## src/rtl/czono_op_sequencer.sv

```systemverilog
`default_nettype none
// czono_op_sequencer -- dimension-checked command sequencer for the PLUS/IMAGE/INTERSECT units (rev 1.0)
// Optional watchdog on the WAIT state: define CZONO_SEQ_TIMEOUT_EN.
module czono_op_sequencer #(
    parameter int NMAX        = 10,
    parameter int NGMAX       = 5,
    parameter int NCMAX       = 3,
    parameter int NRMAX       = 10,
    parameter int TIMEOUT_CYC = 256,
    parameter int CNT_W       = 16
) (
    input  logic             clk_i,
    input  logic             rst_i,
    input  logic             cmd_valid_i,
    output logic             cmd_ready_o,
    input  logic [1:0]       cmd_op_i,
    input  logic [7:0]       z_n_i,
    input  logic [7:0]       z_ng_i,
    input  logic [7:0]       z_nc_i,
    input  logic [7:0]       w_n_i,
    input  logic [7:0]       w_ng_i,
    input  logic [7:0]       w_nc_i,
    input  logic [7:0]       r_n_i,
    input  logic [7:0]       r_nr_i,
    output logic             plus_start_o,
    output logic             image_start_o,
    output logic             isect_start_o,
    input  logic             plus_done_i,
    input  logic             image_done_i,
    input  logic             isect_done_i,
    output logic             abort_o,
    output logic             busy_o,
    output logic             rsp_valid_o,
    input  logic             rsp_ready_i,
    output logic [1:0]       rsp_status_o,
    output logic [1:0]       rsp_op_o,
    output logic [CNT_W-1:0] rsp_cycles_o
);

    localparam logic [2:0] S_IDLE  = 3'd0;
    localparam logic [2:0] S_CHECK = 3'd1;
    localparam logic [2:0] S_ISSUE = 3'd2;
    localparam logic [2:0] S_WAIT  = 3'd3;
    localparam logic [2:0] S_RESP  = 3'd4;

    localparam logic [1:0] OP_PLUS  = 2'd0;
    localparam logic [1:0] OP_IMAGE = 2'd1;
    localparam logic [1:0] OP_ISECT = 2'd2;
    localparam logic [1:0] OP_BAD   = 2'd3;

    localparam logic [1:0] ST_OK      = 2'd0;
    localparam logic [1:0] ST_DIM_ERR = 2'd1;
    localparam logic [1:0] ST_TIMEOUT = 2'd2;
    localparam logic [1:0] ST_BAD_OP  = 2'd3;

    localparam logic [9:0]       C_NMAX    = 10'(NMAX);
    localparam logic [9:0]       C_NGMAX   = 10'(NGMAX);
    localparam logic [9:0]       C_NCMAX   = 10'(NCMAX);
    localparam logic [9:0]       C_NRMAX   = 10'(NRMAX);
    localparam logic [CNT_W-1:0] C_TIMEOUT = CNT_W'(TIMEOUT_CYC);

    logic [2:0]       state_q, state_d;
    logic [1:0]       op_q, op_d;
    logic [7:0]       zn_q, zng_q, znc_q, wn_q, wng_q, wnc_q, rn_q, rnr_q;
    logic [7:0]       zn_d, zng_d, znc_d, wn_d, wng_d, wnc_d, rn_d, rnr_d;
    logic [CNT_W-1:0] cnt_q, cnt_d;
    logic [1:0]       rsp_status_q, rsp_status_d;
    logic [1:0]       rsp_op_q, rsp_op_d;
    logic [CNT_W-1:0] rsp_cycles_q, rsp_cycles_d;

    // Dimensions widened to 10 bits so the sums of up to three 8-bit values cannot wrap
    logic [9:0] w_zn, w_zng, w_znc, w_wn, w_wng, w_wnc, w_rn, w_rnr;
    logic [9:0] w_sum_ng, w_sum_nc, w_sum_nc3;
    logic       w_plus_ok, w_image_ok, w_isect_ok, w_dims_ok;
    logic       w_done_sel;
    logic [CNT_W-1:0] w_cnt_inc;

    assign w_zn  = {2'b00, zn_q};
    assign w_zng = {2'b00, zng_q};
    assign w_znc = {2'b00, znc_q};
    assign w_wn  = {2'b00, wn_q};
    assign w_wng = {2'b00, wng_q};
    assign w_wnc = {2'b00, wnc_q};
    assign w_rn  = {2'b00, rn_q};
    assign w_rnr = {2'b00, rnr_q};

    assign w_sum_ng  = w_zng + w_wng;
    assign w_sum_nc  = w_znc + w_wnc;
    assign w_sum_nc3 = w_sum_nc + w_rnr;

    assign w_plus_ok  = (w_zn == w_wn) && (w_zn >= 10'd1) && (w_zn <= C_NMAX) &&
                        (w_sum_ng <= C_NGMAX) && (w_sum_nc <= C_NCMAX);
    assign w_image_ok = (w_rn == w_zn) && (w_zn >= 10'd1) && (w_zn <= C_NMAX) &&
                        (w_rnr >= 10'd1) && (w_rnr <= C_NRMAX) && (w_zng <= C_NGMAX);
    assign w_isect_ok = (w_rn == w_zn) && (w_rnr == w_wn) &&
                        (w_sum_ng <= C_NGMAX) && (w_sum_nc3 <= C_NCMAX);

    always_comb begin
        w_dims_ok  = 1'b0;
        w_done_sel = 1'b0;
        case (op_q)
            OP_PLUS:  begin w_dims_ok = w_plus_ok;  w_done_sel = plus_done_i;  end
            OP_IMAGE: begin w_dims_ok = w_image_ok; w_done_sel = image_done_i; end
            OP_ISECT: begin w_dims_ok = w_isect_ok; w_done_sel = isect_done_i; end
            default:  begin w_dims_ok = 1'b0;       w_done_sel = 1'b0;         end
        endcase
    end

    assign w_cnt_inc = (&cnt_q) ? cnt_q : cnt_q + 1'b1;

`ifdef CZONO_SEQ_TIMEOUT_EN
    logic abort_q, abort_d;
`else
    logic unused_timeout;
    assign unused_timeout = ^C_TIMEOUT;
`endif

    always_comb begin
        state_d      = state_q;
        op_d         = op_q;
        zn_d         = zn_q;
        zng_d        = zng_q;
        znc_d        = znc_q;
        wn_d         = wn_q;
        wng_d        = wng_q;
        wnc_d        = wnc_q;
        rn_d         = rn_q;
        rnr_d        = rnr_q;
        cnt_d        = cnt_q;
        rsp_status_d = rsp_status_q;
        rsp_op_d     = rsp_op_q;
        rsp_cycles_d = rsp_cycles_q;
`ifdef CZONO_SEQ_TIMEOUT_EN
        abort_d      = 1'b0;
`endif
        case (state_q)
            S_IDLE: begin
                if (cmd_valid_i) begin
                    op_d    = cmd_op_i;
                    zn_d    = z_n_i;
                    zng_d   = z_ng_i;
                    znc_d   = z_nc_i;
                    wn_d    = w_n_i;
                    wng_d   = w_ng_i;
                    wnc_d   = w_nc_i;
                    rn_d    = r_n_i;
                    rnr_d   = r_nr_i;
                    state_d = S_CHECK;
                end
            end
            S_CHECK: begin
                if (op_q == OP_BAD || !w_dims_ok) begin
                    rsp_status_d = (op_q == OP_BAD) ? ST_BAD_OP : ST_DIM_ERR;
                    rsp_op_d     = op_q;
                    rsp_cycles_d = '0;
                    state_d      = S_RESP;
                end else begin
                    state_d = S_ISSUE;
                end
            end
            S_ISSUE: begin
                cnt_d   = '0;
                state_d = S_WAIT;
            end
            S_WAIT: begin
                cnt_d = w_cnt_inc;
                // Done is checked before the watchdog so a same-cycle done still reports OK
                if (w_done_sel) begin
                    rsp_status_d = ST_OK;
                    rsp_op_d     = op_q;
                    rsp_cycles_d = w_cnt_inc;
                    state_d      = S_RESP;
                end
`ifdef CZONO_SEQ_TIMEOUT_EN
                else if (w_cnt_inc == C_TIMEOUT) begin
                    abort_d      = 1'b1;
                    rsp_status_d = ST_TIMEOUT;
                    rsp_op_d     = op_q;
                    rsp_cycles_d = w_cnt_inc;
                    state_d      = S_RESP;
                end
`endif
            end
            S_RESP: begin
                if (rsp_ready_i) begin
                    state_d = S_IDLE;
                end
            end
            default: state_d = S_IDLE;
        endcase
    end

    always_ff @(posedge clk_i) begin
        if (rst_i) begin
            state_q      <= S_IDLE;
            op_q         <= '0;
            zn_q         <= '0;
            zng_q        <= '0;
            znc_q        <= '0;
            wn_q         <= '0;
            wng_q        <= '0;
            wnc_q        <= '0;
            rn_q         <= '0;
            rnr_q        <= '0;
            cnt_q        <= '0;
            rsp_status_q <= '0;
            rsp_op_q     <= '0;
            rsp_cycles_q <= '0;
        end else begin
            state_q      <= state_d;
            op_q         <= op_d;
            zn_q         <= zn_d;
            zng_q        <= zng_d;
            znc_q        <= znc_d;
            wn_q         <= wn_d;
            wng_q        <= wng_d;
            wnc_q        <= wnc_d;
            rn_q         <= rn_d;
            rnr_q        <= rnr_d;
            cnt_q        <= cnt_d;
            rsp_status_q <= rsp_status_d;
            rsp_op_q     <= rsp_op_d;
            rsp_cycles_q <= rsp_cycles_d;
        end
    end

`ifdef CZONO_SEQ_TIMEOUT_EN
    always_ff @(posedge clk_i) begin
        if (rst_i) begin
            abort_q <= 1'b0;
        end else begin
            abort_q <= abort_d;
        end
    end
    assign abort_o = abort_q;
`else
    assign abort_o = 1'b0;
`endif

    assign cmd_ready_o   = (state_q == S_IDLE);
    assign busy_o        = (state_q != S_IDLE);
    assign rsp_valid_o   = (state_q == S_RESP);
    assign plus_start_o  = (state_q == S_ISSUE) && (op_q == OP_PLUS);
    assign image_start_o = (state_q == S_ISSUE) && (op_q == OP_IMAGE);
    assign isect_start_o = (state_q == S_ISSUE) && (op_q == OP_ISECT);
    assign rsp_status_o  = rsp_status_q;
    assign rsp_op_o      = rsp_op_q;
    assign rsp_cycles_o  = rsp_cycles_q;

endmodule
`default_nettype wire

```

## config.mk

```make
export PLATFORM = sky130hd
export DESIGN_NAME = czono_op_sequencer
export DESIGN_NICKNAME = d
export VERILOG_FILES = /design/src/rtl/czono_op_sequencer.sv
export SDC_FILE = /design/constraint.sdc
export NUM_CORES = 1
export LEC_CHECK = 0
export CAP_MARGIN = 30
export CORE_MARGIN = 1
export CORE_UTILIZATION = 30
export CTS_BUF_LIST = sky130_fd_sc_hd__clkbuf_4
export CTS_CLUSTER_SIZE = 40
export DETAILED_ROUTE_END_ITERATION = 6
export HOLD_SLACK_MARGIN = 0.15
export SYNTH_ARGS = -nofsm -noshare
export SYNTH_HDL_FRONTEND = slang
export SYNTH_SLANG_ARGS = --single-unit
export TNS_END_PERCENT = 20
```

## constraint.sdc

```tcl
create_clock -name clk_i -period 3.7 [get_ports clk_i]
set_input_delay 1.11 -clock clk_i [delete_from_list [all_inputs] [get_ports clk_i]]
set_output_delay 1.11 -clock clk_i [all_outputs]
set_load 0.05 [all_outputs]
```

### Word-level counts from Yosys, hierarchy flattened

Index checks and enable logic that the tools add are counted.

| word-level totals | value |
|---|---|
| output and inout port bits | 27 |
| register bits | 105 |

| cells by class | value |
|---|---|
| eq/ne operators | 14 |
| muxes and demuxes | 19 |
| order comparisons | 8 |
| reductions and logical operators | 26 |
| add/sub/neg operators | 4 |

Operators by type and width:

| operator | number |
|---|---|
| case mux 16 bit (2 select lines) | 2 |
| 2-to-1 mux 16 bit | 3 |
| == test 8 bit | 3 |
| adder 8 x 8 -> 9 bit | 2 |
| adder 16 x 1 -> 16 bit (second input constant) | 1 |
| >= comparator 8 x 1 -> 1 bit (second input constant) | 2 |
| less-or-equal comparator 8 x 4 -> 1 bit (second input constant) | 2 |
| AND reduction 16 bit | 1 |
| logical AND 1 bit | 15 |
| case mux 3 bit (5 select lines) | 1 |
| 2-to-1 mux 3 bit | 4 |
| adder 9 x 8 -> 10 bit | 1 |
| less-or-equal comparator 10 x 2 -> 1 bit (second input constant) | 1 |
| 2-to-1 mux 2 bit | 5 |
| less-or-equal comparator 9 x 2 -> 1 bit (second input constant) | 1 |
| less-or-equal comparator 9 x 3 -> 1 bit (second input constant) | 1 |
| less-or-equal comparator 8 x 3 -> 1 bit (second input constant) | 1 |
| case mux 2 bit (2 select lines) | 2 |
| == test 3 x 2 -> 1 bit (second input constant) | 2 |
| inequality test 2 bit (second input constant) | 3 |
| case mux 1 bit (3 select lines) | 2 |
| AND reduction 3 bit | 2 |
| == test 2 bit (second input constant) | 2 |
| nonzero test 2 bit | 2 |
| 10 further kinds | 10 |

### Depth between registers and ports, before layout

Gate-level depths: netlist of run 1.

| logic depth | value |
|---|---|
| word-level depth | 11 |
| gate-level depth with buffers | 18 |

### Worst setup path before layout of run 1

Ideal clock, no wire load.

| timing path | value |
|---|---|
| path type | register to register |
| from | register znc_q[0] |
| to | register rsp_cycles_q[10], in the netlist rsp_cycles_o[10] |
| cell stages (with the launch flop) | 19 |
| period minus slack after synthesis | 3.576 ns |
| arrival time | 3.445 ns |
| buffers on the path | 2 |
| setup time | 0.131 ns |
| setup slack | 0.124 ns |
| path through | dfxtp_1 > ha_1 > inv_1 > fa_1 > nand2b_1 > a21oi_1 > o31ai_1 > and2_1 > ha_1 > nand2b_1 > nand4_1 > or4b_1 > nor3_1 > nand4_1 > a21oi_2 > nand2b_1 > buf_6 > buf_12 > o41ai_1 |

| between the ends | value |
|---|---|
| word-level cells in the longest chain between the ends | 9 |
| elaborated cells between the ends (all ways) | 11 |
| classes of those cells | add/sub: 2; order compare: 2; eq/ne: 1; mux: 1; reduce/logical: 5 |

RTL lines:

| element | RTL line | source |
|---|---|---|
| start, declared | 64 | `logic [7:0] zn_q, zng_q, znc_q, wn_q, wng_q, wnc_q, rn_q, rnr_q;` |
| start signal, assigned | 214 | `znc_q <= znc_d;` |
| adder 8 x 8 -> 9 bit (*) | 88 | `assign w_sum_nc = w_znc + w_wnc;` |
| adder 9 x 8 -> 10 bit | 89 | `assign w_sum_nc3 = w_sum_nc + w_rnr;` |
| less-or-equal comparator 10 x 2 -> 1 bit | 96 | `(w_sum_ng <= C_NGMAX) && (w_sum_nc3 <= C_NCMAX);` |
| logical AND 1 bit | 96 |  |
| case mux 1 bit (3 select lines) (*) | 101 | `case (op_q)` |
| zero test 1 bit (*) | 152 | `if (op_q == OP_BAD \|\| !w_dims_ok) begin` |
| logical OR 1 bit (*) | 152 |  |
| inequality test 2 bit (no source line) (*) | - |  |
| AND reduction 3 bit (no source line) (*) | - |  |
| end signal, assigned | 223 | `rsp_cycles_q <= rsp_cycles_d;` |
| end, declared | 69 | `logic [CNT_W-1:0] rsp_cycles_q, rsp_cycles_d;` |

Every way passes the cells marked *; elsewhere a longest branch is shown, timed or not.
A chain may end at the register's enable or synchronous reset.

### Worst setup path in the final report of run 1

| timing path | value |
|---|---|
| from | register znc_q[3] |
| to | register rsp_status_q[0], in the netlist rsp_status_o[0] |

| between the ends | value |
|---|---|
| word-level cells in the longest chain between the ends | 9 |
| elaborated cells between the ends (all ways) | 11 |
| classes of those cells | add/sub: 2; order compare: 2; eq/ne: 1; mux: 1; reduce/logical: 5 |

RTL lines:

| element | RTL line | source |
|---|---|---|
| adder 8 x 8 -> 9 bit (*) | 88 |  |
| adder 9 x 8 -> 10 bit | 89 |  |
| less-or-equal comparator 10 x 2 -> 1 bit | 96 |  |
| logical AND 1 bit | 96 |  |
| case mux 1 bit (3 select lines) (*) | 101 |  |
| zero test 1 bit (*) | 152 |  |
| logical OR 1 bit (*) | 152 |  |
| inequality test 2 bit (no source line) (*) | - |  |
| AND reduction 3 bit (no source line) (*) | - |  |
| end signal, assigned | 221 | `rsp_status_q <= rsp_status_d;` |
| end, declared | 67 | `logic [1:0] rsp_status_q, rsp_status_d;` |

Marks and branches as above.

==> key figures, run 1 <==
Worst setup path
  – Worst Path Arrival: 3.99 ns
  – Critical path endpoint category: register
  – Worst-path maximum fanout: 5
  – Slowest Stage Delay on Critical Path: 0.55 ns
  – Crit path required time: 4.12 ns
  – R2R setup slack: 0.13 ns
  – Crit path cell chain: ha_4 > buf_4 > o21ai_0 > a21oi_4 > o32a_1 > and2_4 > ha_4 > a21bo_2 > o2111ai_1 > or4b_1 > nor3_2 > nand4_1 > a21oi_4 > buf_6 > nor2_1 > o32ai_1
  – Worst path slowest cell: or4b_1
  – Setup CP Type: reg -> reg
  – CP Launch Type: register

Place
  – DP HPWL: 11.94 mm
  – Dpl cell area: 6997 um2
  – Port Buffers: 98
  – RePlAce Congestion: 0.8890
  – Dpl cells: 1,041

Outcome
  – Status: finished clean

Synthesis
  – Sequential share of the synthesized area: 36.53%
  – Syn Area/Cell: 7.818 um2
  – Primary FF master, synth: dfxtp_1
  – Synth Area in Compound Gates: 19.63%
  – XOR/XNOR share of the synthesized area: 6.545%
  – Synth top area share: 36.53%
  – Post-synth top cells: nand2_1, dfxtp_1, a21oi_1
  – Post-Synth Adder-Cell Area: 6.480%
  – Largest cells by area after synthesis: dfxtp_1, nand2_1, a21oi_1, ha_1, xor2_1
  – Area leader, netlist: dfxtp_1
  – Synth Warn #: 0
  – Simple-Gate Fraction of Synth Area: 25.09%
  – Synthesis-stage register bit count: 105
  – Post-Syn Area: 5754 um2
  – Post-synth EDFFs: 0
  – Fraction of registers with async set/reset: 0%
  – Synth cell types: 65
  – Largest family of logic cells by synthesized area: simple AND/OR/NAND/NOR gates
  – Cells after synthesis: 736
  – Post-synthesis mux area share: 0.9132%
  – Synthesized net count: 837
  – Count leader, synth: nand2_1

CTS
  – Clock Latency Late Sink: 0.50 ns
  – CTS clock-pin slew for the worst setup and hold paths: 0.16 ns
  – CTS tree: built
  – CTS Root Cell: clkbuf_4
  – Clock sink count: 105
  – Num CTS Buffers: 9
  – Hold_buf cts: 0
  – H-tree Lvls: 3
  – Max clock buf depth: 2

Routing
  – Post-DRT Antenna Nets: 0
  – DR vias: 5,324
  – Vias/cell: 5.018
  – Detailed Routing Iterations Pass 1: 4
  – Routed WL: 16.14 mm
  – 1st-iter DRT viols: 298
  – Drt drc: 0
  – WL/cell: 15.21 um

Floorplan
  – Row cnt: 50
  – Total core area: 18,770 um2
  – I/O pins: 100
  – Chip Height: 140.5 um
  – Die ar.: 19,740 um2
  – Initial core utilization: 30.66%
  – DIE WIDTH: 140.5 um

Pwr
  – Clk pwr share: 21.4%
  – Psw: 0.0009010 W
  – LEAKAGE: 2.827 nW
  – Gate power share: 29.1%
  – Internal: 0.001696 W
  – Total power: 0.002597 W
  – Pwr dens: 354.1 nW/um2
  – Worst VDD drop: 0.0001561 V
  – Reg power frac: 49.5%
  – Sw Share: 34.69%

Finish
  – Final cell count without fillers: 1,061
  – Final net count: 922
  – Design Area, Final: 7335 um2
  – Layout cells sized above 1: 9.927%
  – Area grow syn2layout: 27.46%

Global route
  – Maximum number of pins on one net before global-route repair: 67
  – Initial antenna violation count: 1
  – Gr usage total: 16.55%
  – Grt ovf: 0
  – Vias in the first global route: 4,935
  – First-pass GRT wire length: 25.58 mm

Timing
  – Achievable Freq: 279.8 MHz
  – Period minus WS final: 3.574 ns
  – Worst hold slack: 0.4669 ns
  – RSZ-0062 raised after global routing: yes
  – Setup Skew: 0.01759 ns
  – Hold Fails Final Rpt: 0
  – Max-slew violation count: 0
  – Final period utilization: 96.60%
  – Max_slew headroom: 47.39%
  – Worst slew pin tran: 0.7692 ns
  – Setup-failing EPs final: 0
  – Setup TNS Final: 0 ns

Run
  – MaxCap Viol Count: 0

Hold path
  – Worst min-delay path category: reg -> reg
kinds of logic after synthesis:
logic type,count (synthesis)
other,1
AND/OR/NAND/NOR,305
flip-flops,105
buffers and inverters,63
multiplexers,5
AO/OA/AOI/OAI,186
adder cells (fa/ha/maj),28
XOR/XNOR,43
what timing repair did:
action	in CTS	in global routing
pin swaps	0	10
buffers inserted	0	1
endpoints found under the setup margin	17	22
gates resized for setup	2	34
cloned	0	2
placed cells by master, fill, tap and decap left out, types with 7 or more instances in the layout:
cell and instances:
nand4_1 14, o21ai_0 28, o41ai_1 12, a21o_1 11, a21oi_1 90, dfxtp_1 96, nand3_1 7, inv_1 14
nor2_1 40, xnor2_1 9, nor2b_1 19, ha_1 19, nor3_1 13, clkdlybuf4s50_1 96, buf_4 21, dfxtp_2 9
nor4_1 13, xor2_1 33, clkbuf_4 11, nand2_1 153
critical path: cells and delay by family (launching register included):
kind	cells	cell delay (ns)
flip-flops	1	0.37
AO/OA/AOI/OAI	7	1.30
buffers and inverters	2	0.28
adder cells (fa/ha/maj)	2	0.50
AND/OR/NAND/NOR	5	1.05
layer usage:
| layer | vias to the layer above | global-route usage (%) | share of wire, % |
|---|---|---|---|
| met2 | 106 | 26.18 | 45 |
| met1 | 2446 | 22.82 | 50 |
| met4 | 0 | 6.636 | 1.9 |
| met3 | 20 | 2.017 | 3.4 |
| li1 | 2752 | - | - |
| met5 | - | 0 | 0 |
registers in the layout, indices dropped and copies added, names as in the netlist:
signal and flops:
rsp_cycles_o 16, wn_q 8, znc_q 8, rsp_op_o 2
rn_q 8, cnt_q 16, zng_q 8, op_q 2
rsp_status_o 2, wnc_q 8, zn_q 8, wng_q 8
state_q 3, rnr_q 8
power groups by stage:
stage          combinational (W)  clock [W]  sequential, W
2_1_floorplan           0.000470          0        0.00128
3_3_place_gp            0.000708          0        0.00130
3_5_place_dp            0.000708          0        0.00130
4_1_cts                 0.000711   0.000582        0.00128
5_1_grt                 0.000832   0.000618        0.00130
6_report                0.000756   0.000557        0.00128
through the flow:
| stage | utilization, % | worst slack (ns) |
|---|---|---|
| after floorplan | - | 0.1239 |
| after global placement | 37.28 | 0.04102 |
| after detailed placement | 37.28 | -0.01426 |
| after CTS | 37.94 | 0.01079 |
| after global routing | 39.08 | -0.06461 |
| final | 39.08 | 0.1257 |
layout make-up:
| cell class | count | area, um2 |
|---|---|---|
| Clock inverter | 5 | 37.54 |
| Clock buffer | 11 | 82.58 |
| Tap cell | 234 | 292.8 |
| Antenna cell | 1 | 2.502 |
| Fill cell | 1959 | 11430 |
| Timing Repair Buffer | 123 | 1211 |
| Sequential cell | 105 | 2113 |
| Inverter | 14 | 52.55 |
| Multi-Input combinational cell | 568 | 3542 |
final timing paths:
kind,startpoint,endpoint,depth (start not counted)
setup / recovery,znc_q[3],rsp_status_o[0],16
hold / removal,znc_q[0],znc_q[0],2
setup reg to reg,znc_q[3],rsp_status_o[0],16
hold reg to reg,znc_q[0],znc_q[0],2
Power figures use the tool's default switching activity.
==> run 2, diff against run 1 <==
--- a/config.mk
+++ b/config.mk
@@ -8,7 +8,7 @@
 export CAP_MARGIN = 30
 export CORE_MARGIN = 1
 export CORE_UTILIZATION = 30
-export CTS_BUF_LIST = sky130_fd_sc_hd__clkbuf_4
+export CTS_BUF_LIST = sky130_fd_sc_hd__clkbuf_8
 export CTS_CLUSTER_SIZE = 40
 export DETAILED_ROUTE_END_ITERATION = 6
 export HOLD_SLACK_MARGIN = 0.15
==> key figures, run 2 (same netlist as run 1, synthesis figures left out) <==
Floorplan
  – Chip Height: 140.5 um (unchanged)
  – Die ar.: 19,740 um2 (unchanged)
  – I/O pins: 100 (unchanged)
  – Initial core utilization: 30.66% (unchanged)
  – DIE WIDTH: 140.5 um (unchanged)
  – Total core area: 18,770 um2 (unchanged)
  – Row cnt: 50 (unchanged)

Worst setup path
  – Setup CP Type: reg -> reg
  – Worst setup path startpoint: znc_q[0]
  – Worst-path maximum fanout: 8 (+3)
  – Worst Path Arrival: 3.82 ns (-0.17 ns)
  – Cell mode on critical path: nand2b_4
  – CP Launch Type: register
  – R2R setup slack: 0.15 ns (+0.03 ns)
  – Crit path cell chain: ha_2 > inv_1 > fa_2 > nand2b_4 > a21oi_4 > o31ai_1 > and2_4 > ha_4 > a21bo_2 > o2111ai_1 > or4b_1 > nor3_2 > nand4_1 > a21oi_2 > nand2b_4 > clkbuf_16 > o41ai_1
  – Worst path slowest cell: or4b_1
  – Slowest Stage Delay on Critical Path: 0.55 ns (about the same)
  – Reg2Reg Launch Point: znc_q[0]
  – Largest delay share family, worst path: simple AND/OR/NAND/NOR gates
  – WP buf/inv: 2 (unchanged)
  – Crit path required time: 3.97 ns (-0.15 ns)
  – Critical path endpoint category: register

Place
  – RePlAce Congestion: 0.8890 (unchanged)
  – Dpl cells: 1,041 (unchanged)
  – DP HPWL: 11.94 mm (unchanged)
  – Port Buffers: 98 (unchanged)
  – Post-place setup slack: -0.01426 ns (unchanged)

Global route
  – Grt ovf: 0 (unchanged)
  – First-pass GRT wire length: 25.61 mm (+0.11%)
  – Initial antenna violation count: 0 (-1)
  – Maximum number of pins on one net before global-route repair: 67 (unchanged)
  – Vias in the first global route: 4,931 (-0.081%)
  – Gr usage total: 16.63% (+0.081 points)

Routing
  – Post-DRT Antenna Nets: 0 (unchanged)
  – Routed WL: 16.19 mm (+0.34%)
  – Vias/cell: 5.026 (+0.17%)
  – Drt drc: 0 (unchanged)
  – Detailed Routing Iterations Pass 1: 5 (+1)
  – 1st-iter DRT viols: 296 (-0.67%)
  – WL/cell: 15.29 um (+0.53%)
  – DR vias: 5,323 (-0.019%)

CTS
  – Clock Latency Late Sink: 0.40 ns (-0.10 ns)
  – Hold_buf cts: 0 (unchanged)
  – Num CTS Buffers: 9 (unchanged)
  – Clock sink count: 105 (unchanged)
  – CTS tree: built
  – Max clock buf depth: 2 (unchanged)
  – CTS clock-pin slew for the worst setup and hold paths: 0.10 ns (-0.06 ns)
  – H-tree Lvls: 3 (unchanged)
  – CTS Root Cell: clkbuf_8

Finish
  – Area grow syn2layout: 27.85%
  – Final cell count without fillers: 1,059 (-0.19%)
  – Most common cell after layout, fill and taps aside: nand2_1
  – Most frequent cells in the layout: nand2_1, dfxtp_1, clkdlybuf4s50_1, a21oi_1, nor2_1
  – Layout cells sized above 1: 9.212% (-0.72 points)
  – Total inserted antenna cells: 0 (-1)
  – FILL cells: 1,950 (-0.46%)
  – Final net count: 921 (-0.11%)

Timing
  – Period minus WS final: 3.547 ns (-0.02718 ns)
  – Max_slew headroom: 45.84% (-1.5 points)
  – Setup-failing EPs final: 0 (unchanged)
  – Max-slew violation count: 0 (unchanged)
  – Setup Skew: 0.01172 ns (-0.005868 ns)
  – RSZ-0062 raised after global routing: yes
  – Achievable Freq: 281.9 MHz (+0.77%)
  – Final setup margin: 0.1529 ns (+0.02718 ns)
  – Hold Fails Final Rpt: 0 (unchanged)
  – Final period utilization: 95.87% (-0.73 points)
  – Worst slew pin tran: 0.7919 ns (+0.02263 ns)

Pwr
  – Gate power share: 27.6% (-1.5 points)
  – Sw Share: 33.77% (-0.92 points)
  – Worst VDD drop: 0.0001972 V (+26%)
  – Psw: 0.0009166 W (+1.7%)
  – Clk pwr share: 25.2% (+3.8 points)
  – LEAKAGE: 2.861 nW (+1.2%)
  – Pwr dens: 368.9 nW/um2 (+4.2%)
  – Internal: 0.001798 W (+6.0%)
  – Reg power frac: 47.3% (-2.2 points)

Hold path
  – Worst Hold Launch: znc_q[0]
  – Worst min-delay path category: reg -> reg

Outcome
  – Status: finished clean

Run
  – MaxCap Viol Count: 0 (unchanged)
[run 2: metal layers]
layer	share of wire, %	track usage (%)	wire length, um	up-vias
li1	-	-	-	2744
met3	4.2	3.248	683	15
met1	49	22.78	7912	2453
met4	1.3	5.378	218	0
met2	46	26.16	7376	111
met5	0	0	0	-
[run 2: final cells by class]
cell class	instances	area, um2	share of cell area [%]
multi-input cells	568	3513	47.76
repair buffers	122	1206	16.39
well taps	234	292.8	3.980
inverters	14	52.55	0.7143
clock inverters	6	41.29	0.5612
flip-flops and latches	105	2113	28.72
clock buffers	10	137.6	1.871
[run 2: final timing paths]
path / end / cells after the start
worst max-delay path: rsp_cycles_o[11] / 17
worst max register to register: rsp_cycles_o[11] / 17
worst min register to register: znc_q[0] / 2
worst min-delay path: znc_q[0] / 2
[run 2: worst reg2reg max path, stage by stage, from the launching register on]
cell	delay, ns
dfxtp_2	0.34
ha_2	0.18
inv_1	0.05
fa_2	0.33
nand2b_4	0.17
a21oi_4	0.16
o31ai_1	0.10
and2_4	0.16
ha_4	0.27
a21bo_2	0.12
o2111ai_1	0.10
or4b_1	0.55
nor3_2	0.11
nand4_1	0.12
a21oi_2	0.24
nand2b_4	0.20
clkbuf_16	0.16
o41ai_1	0.07
[run 2: timing repair]
| action | in CTS | in global routing |
|---|---|---|
| setup buffers | 0 | 1 |
| cloned | 0 | 1 |
| setup endpoints to repair | 17 | 22 |
| pin swaps | 0 | 11 |
| gates resized for setup | 2 | 29 |
[run 2: through the flow]
step	setup TNS, ns	hold WS [ns]	util (%)	total power [W]	instance area (um2)
2_1_floorplan	0	0.4400	-	0.001749	5754
3_3_place_gp	0	0.4491	37.28	0.002010	6997
3_5_place_dp	-0.09584	0.4538	37.28	0.002013	6997
4_1_cts	0	0.4672	38.25	0.002697	7179
5_1_grt	-0.6074	0.4815	39.20	0.002865	7357
6_report	0	0.4610	39.20	0.002714	7357
[run 2: power by group through the flow]
stage               clock [W]  combinational, W  sequential [W]
floorplan                   0          0.000470         0.00128
global placement            0          0.000708         0.00130
detailed placement          0          0.000708         0.00130
CTS                  0.000708          0.000711         0.00128
global route         0.000746          0.000824         0.00129
finish               0.000683          0.000748         0.00128
==> run 3, diff against run 2 <==
--- a/config.mk
+++ b/config.mk
@@ -5,6 +5,7 @@
 export SDC_FILE = /design/constraint.sdc
 export NUM_CORES = 1
 export LEC_CHECK = 0
+export ABC_AREA = 1
 export CAP_MARGIN = 30
 export CORE_MARGIN = 1
 export CORE_UTILIZATION = 30
@@ -12,6 +13,7 @@
 export CTS_CLUSTER_SIZE = 40
 export DETAILED_ROUTE_END_ITERATION = 6
 export HOLD_SLACK_MARGIN = 0.15
+export PLACE_DENSITY = 0.5
 export SYNTH_ARGS = -nofsm -noshare
 export SYNTH_HDL_FRONTEND = slang
 export SYNTH_SLANG_ARGS = --single-unit
==> constraint.sdc (replaced) <==
create_clock -name clk_i -period 3.7 [get_ports clk_i]
set_input_delay 0.74 -clock clk_i [delete_from_list [all_inputs] [get_ports clk_i]]
set_output_delay 0.74 -clock clk_i [all_outputs]
set_load 0.05 [all_outputs]
==> key figures, run 3 <==
Place
  – Post-place setup slack: 0.1616 ns (+0.1759 ns)
  – Dpl cell area: 7119 um2 (+1.8%)
  – RePlAce Congestion: 0.8478 (-4.6%)
  – Port Buffers: 98 (unchanged)
  – DP HPWL: 12.39 mm (+3.8%)

Synthesis
  – Fraction of registers with async set/reset: 0% (unchanged)
  – Primary FF master, synth: dfxtp_1
  – Sequential share of the synthesized area: 35.78% (-0.75 points)
  – Post-Syn Area: 5876 um2 (+2.1%)
  – Count leader, synth: nand2_1
  – Synth Warn #: 0 (unchanged)
  – Largest cells by area after synthesis: dfxtp_1, nand2_1, a21oi_1, nand3_1, inv_1
  – Post-synth EDFFs: 0 (unchanged)
  – Area leader, netlist: dfxtp_1
  – Synth top area share: 35.78% (-0.75 points)
  – Synthesized net count: 945 (+13%)
  – Post-synth top cells: nand2_1, a21oi_1, dfxtp_1
  – Synth cell types: 42 (-35%)
  – Cells after synthesis: 844 (+15%)
  – Syn Area/Cell: 6.962 um2 (-11%)
  – Synthesis-stage register bit count: 105 (unchanged)

Global route
  – Met2 usage: 26.58% (+0.42 points)
  – Maximum number of pins on one net before global-route repair: 58 (-13%)
  – Grt ovf: 0 (unchanged)
  – Met3 usage: 3.937% (+0.69 points)
  – Vias in the first global route: 5,236 (+6.2%)
  – GR met1 Demand/Resource: 23.24% (+0.46 points)
  – Most Crowded Layer GR: met2
  – Initial antenna violation count: 0 (unchanged)
  – First-pass GRT wire length: 26.65 mm (+4.1%)
  – Gr usage total: 16.86% (+0.23 points)

Floorplan
  – Total core area: 18,960 um2 (+1.0%)
  – I/O pins: 100 (unchanged)
  – Initial core utilization: 31.00% (+0.34 points)
  – Chip Height: 142.0 um (+1.0%)
  – Die ar.: 20,150 um2 (+2.1%)
  – Row cnt: 50 (unchanged)
  – DIE WIDTH: 142.0 um (+1.0%)

Worst setup path
  – Worst Path Arrival: 3.64 ns (-0.18 ns)
  – CP Launch Type: register
  – Worst-path maximum fanout: 11 (+3)
  – Worst path slowest cell: fa_1
  – Setup CP Type: reg -> reg
  – Cell mode on critical path: nand2_1
  – Slowest Stage Delay on Critical Path: 0.39 ns (-0.16 ns)
  – Critical path endpoint category: register
  – Crit path required time: 3.95 ns (-0.02 ns)

CTS
  – Clock Latency Late Sink: 0.39 ns (about the same)
  – CTS Root Cell: clkbuf_8
  – Max clock buf depth: 2 (unchanged)
  – Hold_buf cts: 0 (unchanged)
  – CTS clock-pin slew for the worst setup and hold paths: 0.10 ns (about the same)
  – H-tree Lvls: 3 (unchanged)
  – CTS tree: built
  – Num CTS Buffers: 9 (unchanged)
  – Clock sink count: 105 (unchanged)

Routing
  – WL/cell: 13.85 um (-9.4%)
  – DR vias: 5,555 (+4.4%)
  – Routed WL: 16.53 mm (+2.1%)
  – Vias/cell: 4.656 (-7.4%)
  – Detailed Routing Iterations Pass 1: 4 (-1)
  – 1st-iter DRT viols: 325 (+9.8%)
  – Post-DRT Antenna Nets: 0 (unchanged)
  – Drt drc: 0 (unchanged)

Finish
  – Final net count: 1,030 (+12%)
  – Design Area, Final: 7336 um2 (-0.29%)
  – Total inserted antenna cells: 0 (unchanged)
  – Finished Core Util: 38.70% (-0.50 points)
  – Layout cells sized above 1: 8.789% (-0.42 points)
  – Most common cell after layout, fill and taps aside: nand2_1
  – Area grow syn2layout: 24.85%
  – Most frequent cells in the layout: nand2_1, a21oi_1, dfxtp_1, clkdlybuf4s50_1, inv_1

Timing
  – Max-slew violation count: 0 (unchanged)
  – Period minus WS final: 3.393 ns (-0.1538 ns)
  – Setup-failing EPs final: 0 (unchanged)
  – Hold Fails Final Rpt: 0 (unchanged)
  – Achievable Freq: 294.7 MHz (+4.5%)
  – Worst slew pin tran: 0.7979 ns (+0.006020 ns)
  – Final setup margin: 0.3067 ns (+0.1538 ns)
  – Setup Skew: 0.01490 ns (+0.003185 ns)
  – Max_slew headroom: 46.75% (+0.91 points)
  – Final period utilization: 91.71% (-4.2 points)

Pwr
  – Total power: 0.002826 W (+4.1%)
  – Pwr dens: 385.3 nW/um2 (+4.4%)
  – Worst VDD drop: 0.0001912 V (-3.0%)
  – LEAKAGE: 2.988 nW (+4.5%)

Outcome
  – Status: finished clean

Hold path
  – Worst min-delay path category: reg -> reg

Run
  – MaxCap Viol Count: 0 (unchanged)
-- run 3: cell count changes after synthesis, sizes merged, moves of 20 or more --
cell,previous run,this run
a21oi,93,118
inv,14,96
xor2,34,11
nand2,154,183
nand3,7,76
nor2,40,70
o21ai,30,60
nor2b,20,0
-- run 3: what timing repair did --
action / CTS / global route
setup buffers: 0 / 3
gates resized for setup: 0 / 5
endpoints found under the setup margin: 0 / 20
-- run 3: report_power, final --
group	total (W)	switching, W	internal, W
clock	0.000649	0.000396	0.000253
combinational	0.000867	0.000521	0.000346
sequential	0.00131	0.0000836	0.00123
total	0.00283	0.00100	0.00183
-- run 3: logic make-up after synthesis --
family                     synth area share [%]
adders and majority gates                 6.346
other                                   0.06382
xor gates and xnor gates                  2.832
and+or+nand+nor                           27.96
buffers and inverters                     9.370
AOI/OAI and AO/OA                         17.65
DFF                                       35.78
-- run 3: stage by stage --
step                hold WS (ns)  setup TNS, ns  std cells
global route              0.4869       -0.01821       1193
global placement          0.4559              0       1174
finish                    0.4713              0       1193
floorplan                 0.4437              0        844
CTS                       0.4747              0       1190
detailed placement        0.4587              0       1175
-- run 3: layout make-up --
cell class | instances | area (um2)
Timing Repair Buffer | 112 | 1126
Multi-Input combinational cell | 605 | 3259
Fill cell | 2035 | 11620
Tap cell | 260 | 325.3
Clock inverter | 5 | 25.02
Clock buffer | 10 | 137.6
Inverter | 96 | 360.3
Sequential cell | 105 | 2102
-- run 3: critical path: cells and delay by family (launching register included) --
family | cells | cell delay [ns]
simple gates | 17 | 1.62
fa+ha+maj | 3 | 0.89
flops | 1 | 0.36
buf+inv | 3 | 0.19
xor+xnor | 1 | 0.16
compound gates | 1 | 0.06
-- run 3: final timing paths --
path	from	endpoint	slack, ns	cells after the start
worst max-delay path	znc_q[0]	rsp_cycles_o[1]	0.31	25
worst min register to register	rn_q[6]	rn_q[6]	0.47	2
worst min-delay path	rn_q[6]	rn_q[6]	0.47	2
worst max register to register	znc_q[0]	rsp_cycles_o[1]	0.31	25
-- run 3: layer usage --
metal / up-vias / wire length, um
met2: 90 / 7224
met4: 0 / 176
met3: 8 / 621
met1: 2512 / 8504
met5: - / 0
li1: 2945 / -
